--- config.mk ---
export PLATFORM = sky130hd
export DESIGN_NAME = winner_scanner
export DESIGN_NICKNAME = d
export VERILOG_FILES = /design/src/rtl/winner_scanner.sv
export SDC_FILE = /design/constraint.sdc
export NUM_CORES = 1
export LEC_CHECK = 0
export CORE_ASPECT_RATIO = 2
export CORE_MARGIN = 8
export CORE_UTILIZATION = 60
export CTS_CLUSTER_DIAMETER = 80
export CTS_CLUSTER_SIZE = 14
export DETAILED_ROUTE_END_ITERATION = 7
export DONT_BUFFER_PORTS = 1
export GPL_ROUTABILITY_DRIVEN = 0
export PLACE_DENSITY = 0.76
export SLEW_MARGIN = 20
export SYNTH_ARGS = -nofsm -noshare
export SYNTH_HDL_FRONTEND = slang
export SYNTH_SLANG_ARGS = --single-unit
--- constraint.sdc ---
create_clock -name clk -period 6.5 [get_ports clk]
set_input_delay 0.325 -clock clk [delete_from_list [all_inputs] [get_ports clk]]
set_output_delay 0.325 -clock clk [all_outputs]
set_load 0.02 [all_outputs]
--- src/rtl/winner_scanner.sv ---
// Sequential N x N winner detector: snapshots the board on start, then tests one
// line per cycle (rows, columns, main diagonal, anti-diagonal) and reports a win or a draw.
module winner_scanner #(
  parameter int N = 3,
  localparam int LW = $clog2(2*N+2)
) (
  input  logic              clk,
  input  logic              reset,
  input  logic              start,
  input  logic [2*N*N-1:0]  board,
  output logic              busy,
  output logic              done,
  output logic              win,
  output logic [1:0]        who,
  output logic [LW-1:0]     line,
  output logic              draw
);

  localparam int NB   = 2*N*N;
  localparam int LAST = 2*N+1;

  typedef enum logic [1:0] {IDLE, SCAN, DONE} state_t;

  state_t          state_q, state_d;
  logic [NB-1:0]   snap_q, snap_d;
  logic [LW-1:0]   idx_q, idx_d;
  logic            busy_q, busy_d;
  logic            done_q, done_d;
  logic            win_q, win_d;
  logic [1:0]      who_q, who_d;
  logic [LW-1:0]   line_q, line_d;
  logic            draw_q, draw_d;

  logic [1:0]      first_cell;
  logic            line_win;
  logic            board_full;

  // Maps (line index, position along the line) to the cell value in the snapshot.
  function automatic logic [1:0] line_cell(input logic [NB-1:0] b, input logic [LW-1:0] k,
                                           input int j);
    int ki, r, c;
    ki = int'(k);
    if (ki < N) begin
      r = ki; c = j;
    end else if (ki < 2*N) begin
      r = j; c = ki - N;
    end else if (ki == 2*N) begin
      r = j; c = j;
    end else begin
      r = j; c = N - 1 - j;
    end
    return b[2*(r*N+c) +: 2];
  endfunction

  always_comb begin
    first_cell = line_cell(snap_q, idx_q, 0);
    line_win   = (first_cell == 2'b01) || (first_cell == 2'b10);
    for (int j = 1; j < N; j++) begin
      if (line_cell(snap_q, idx_q, j) != first_cell) line_win = 1'b0;
    end
    // A cell is occupied exactly when its two bits differ (01 or 10).
    board_full = 1'b1;
    for (int i = 0; i < N*N; i++) begin
      if (snap_q[2*i] == snap_q[2*i+1]) board_full = 1'b0;
    end
  end

  always_comb begin
    state_d = state_q;
    snap_d  = snap_q;
    idx_d   = idx_q;
    busy_d  = busy_q;
    done_d  = 1'b0;
    win_d   = win_q;
    who_d   = who_q;
    line_d  = line_q;
    draw_d  = draw_q;
    case (state_q)
      IDLE, DONE: begin
        if (start) begin
          state_d = SCAN;
          snap_d  = board;
          idx_d   = '0;
          busy_d  = 1'b1;
          win_d   = 1'b0;
          who_d   = 2'b00;
          line_d  = '0;
          draw_d  = 1'b0;
        end else begin
          state_d = IDLE;
          busy_d  = 1'b0;
        end
      end
      SCAN: begin
        busy_d = 1'b1;
        if (line_win) begin
          state_d = DONE;
          busy_d  = 1'b0;
          done_d  = 1'b1;
          win_d   = 1'b1;
          who_d   = first_cell;
          line_d  = idx_q;
        end else if (idx_q == LAST[LW-1:0]) begin
          state_d = DONE;
          busy_d  = 1'b0;
          done_d  = 1'b1;
          draw_d  = board_full;
        end else begin
          idx_d = idx_q + 1'b1;
        end
      end
      default: begin
        state_d = IDLE;
        busy_d  = 1'b0;
      end
    endcase
  end

  always_ff @(posedge clk) begin
    if (reset) begin
      state_q <= IDLE;
      snap_q  <= '0;
      idx_q   <= '0;
      busy_q  <= 1'b0;
      done_q  <= 1'b0;
      win_q   <= 1'b0;
      who_q   <= 2'b00;
      line_q  <= '0;
      draw_q  <= 1'b0;
    end else begin
      state_q <= state_d;
      snap_q  <= snap_d;
      idx_q   <= idx_d;
      busy_q  <= busy_d;
      done_q  <= done_d;
      win_q   <= win_d;
      who_q   <= who_d;
      line_q  <= line_d;
      draw_q  <= draw_d;
    end
  end

  assign busy = busy_q;
  assign done = done_q;
  assign win  = win_q;
  assign who  = who_q;
  assign line = line_q;
  assign draw = draw_q;

endmodule

==> summary.txt <==
cell with the largest stage delay on the worst path -> dfxtp_1
Synthesized Nets -> 436
most frequent cell on the critical path -> ha_1
max cap viols -> 0
number of synthesis warnings -> 0
number of remaining DRC errors -> 0
crit share post-route -> 0.819
Setup TNS Final -> 0 ns
Ant. Diodes -> 0
Initial DRT Pass Iterations -> 6
crit path max fanout -> 28
maximum number of pins on one net before global-route repair -> 37
# IOs -> 30
fraction of synthesis flops using an asynchronous set or reset pin -> 0
number of instances resized during post-cts repair -> 0
overflow left after global routing -> 0
power after layout -> 0.506 mW
number of buffers added for setup after CTS -> 0
total leakage power -> 1.25 nW
Critical Path Sink Type -> flip-flop
cell chain of the critical path -> ha_1, inv_1, ha_1, a211oi_2, ha_1, a21oi_1, xnor2_1, or4_1, a31o_2, or4_4, o22ai_2, o21ai_0, o311ai_0
clock skew after layout -> 0.00629 ns
die boundary height -> 116 um
wire length per cell after detailed routing -> 19.4 um
antenna violations before repair -> 0
synthesized-area fraction occupied by and/or/nand/nor cells -> 0.246
initial DRC count -> 163
prevailing post-synth register cell -> dfxtp_1
most frequently used cell type in the post-synthesis netlist -> nand2_1
worst-skew pair later-pin latency -> 0.28 ns
via count of the first global-routing pass -> 2978
Final Hold Viols -> 0
# nets final -> 426
portion of the post-synthesis area used by sequential elements -> 0.214
complex-gate fraction of the synthesized area -> 0.300
row count -> 36
fin. max-slew vios -> 0
root buffer cell -> clkbuf_8
clock edge transition at the registers on the reported setup and hold paths -> 0.07 ns
post-layout min period -> 5.33 ns
pwr dens -> 165 mW/mm2
setup repair after global routing missed its margin -> no
Area contributors post-synth -> dfxtp_1 21%, ha_1 8.4%, nand2_1 7.7%, a21oi_1 6.7%, xor2_1 2.6%
TritonCTS Buffers -> 5
Die Footprint -> 0.00763 mm2
floorplan die width -> 65.9 um
mean instance size in the synthesized netlist -> 7.61 um2
IR drop worst, VDD -> 0.188 mV
xor/xnor cell area share of the yosys netlist -> 0.0469
number of distinct library cells after synthesis -> 68
CTS Hold Buffers Added -> 0
actual slew at the worst max-slew pin -> 0.965 ns
post-synthesis cell type with the largest combined area -> dfxtp_1
effective utilization at floorplan -> 0.620
growth of design area from synthesis to finish -> 2.60%
floorplan core area -> 0.00482 mm2
nature of the critical path startpoint -> flip-flop
Port Buffers -> 0
Max-slew headroom -> 0.356
main combinational cell family by area after synthesis -> compound AO/OA/AOI/OAI gates
H-tree lvl count -> 2
outcome -> finished, final reports clean
all-layer global routing usage -> 0.231
category of the critical setup timing path -> reg2reg
ratio of cells with drive above 1 in the final layout -> 0.0757
setup violators final -> 0
TritonCTS clock tree -> yes
count of mapped cells out of synthesis -> 393
post-route antenna net violation count -> 0
buffer levels on the longest clock path -> 2
Seq cells post-synth -> 32
max frequency -> 188 MHz
drt total wl -> 8520 um
adder-cell share of the synthesized area -> 0.0971
number of clock sinks seen by CTS -> 32
top cells by instance count after synthesis -> 61 x nand2_1, 40 x a21oi_1, 32 x dfxtp_1, 20 x ha_1, 18 x nor2_1
hold crit path type -> in2reg
mux share of post-synthesis cell area -> 0.0402
Post-Syn Area -> 0.00299 mm2
number of enable flip-flop cells after synthesis -> 0
crit path DAT -> 5.49 ns
top cell type's share of synthesized area -> 0.214
Worst path max stage delay -> 0.87 ns
critical path data required time -> 6.67 ns
via count -> 2997
post-DR vias/cell -> 6.81
wire length of the first global-routing pass -> 13900 um
Final HPWL DP -> 6610 um
-- state kept, by name, summed over array words and instances (netlist names) --
signal / count
busy: 1
done: 1
draw: 1
idx_q: 3
line: 3
snap_q: 18
state_q: 2
who: 2
win: 1
-- worst paths after layout --
check	end	from	slack, ns	depth (start not counted)
setup / recovery	idx_q[0]$_SDFFE_PP0P_	idx_q[0]$_SDFFE_PP0P_	1.17	13
hold / removal	who[1]$_SDFFE_PP0P_	reset	0.11	1
setup reg to reg	idx_q[0]$_SDFFE_PP0P_	idx_q[0]$_SDFFE_PP0P_	1.17	13
hold reg to reg	snap_q[10]$_SDFFE_PP0P_	snap_q[10]$_SDFFE_PP0P_	0.51	2
-- stage by stage --
step	setup slack [ns]	cell area [um2]	hold WS, ns	instances	util
floorplan	1.72	2990	0.461	393	-
global placement	1.35	2990	0.398	433	0.620
global route	0.872	3070	0.0988	440	0.636
CTS	1.22	3070	0.103	440	0.636
detailed placement	1.25	2990	0.403	433	0.620
finish	1.17	3070	0.114	440	0.636
-- power by group --
group / switching [mW] / internal (mW) / total [mW]
Combinational: 0.0770 / 0.0576 / 0.135
Sequential: 0.0219 / 0.207 / 0.229
Clock: 0.0702 / 0.0727 / 0.143
-- cell usage in the layout (no fill, tap or decap), types with 4 or more instances in the layout --
cell type  instances
o22ai_1            4
clkbuf_8           5
xor2_1             9
nor2b_1            6
nand2_1           61
or4_1              4
a22oi_1            4
nor3_1             4
ha_1              20
nand4_1            4
nand2b_1          12
or3b_2             4
o211a_1            4
dfxtp_1           32
or3_1              6
o211ai_1           6
o21ai_0           14
a211o_1            4
a21oi_1           40
o2111ai_1          5
buf_4              4
xnor2_1            7
nand3_1            8
o21a_1             5
and3_1             6
a31oi_1            4
mux2_2             4
nor2_1            18
and2_1             7
inv_1             14
a211oi_1           5
-- layout make-up --
class	count	area (um2)
clock buffer	6	72.6
clock inverter	1	5.00
fill	427	1750
inverter	15	56.3
multi-input combinational	325	2190
sequential	32	641
tap	57	71.3
timing repair buffer	4	30.0
-- worst max-delay path: cells and delay by family, from the launching register on --
kind | cells | cell delay [ns]
flip-flops | 1 | 0.87
buffers and inverters | 1 | 0.06
XOR/XNOR | 1 | 0.20
AO/OA/AOI/OAI | 6 | 1.89
AND/OR/NAND/NOR | 2 | 1.03
adder cells (fa/ha/maj) | 3 | 1.15
-- cell families after synthesis --
group / count (synthesis)
adder cells (fa/ha/maj): 22
flip-flops: 32
other: 2
AND/OR/NAND/NOR: 148
multiplexers: 9
XOR/XNOR: 16
AO/OA/AOI/OAI: 128
buffers and inverters: 36
-- layer usage --
metal / global-route usage / share of wire / up-vias
li1: - / - / 1413
met1: 0.218 / 0.34 / 1403
met2: 0.423 / 0.52 / 133
met3: 0.0358 / 0.062 / 48
met4: 0.177 / 0.071 / 0
met5: 0 / 0 / -
Note: power is estimated with default switching activity, not from simulation.
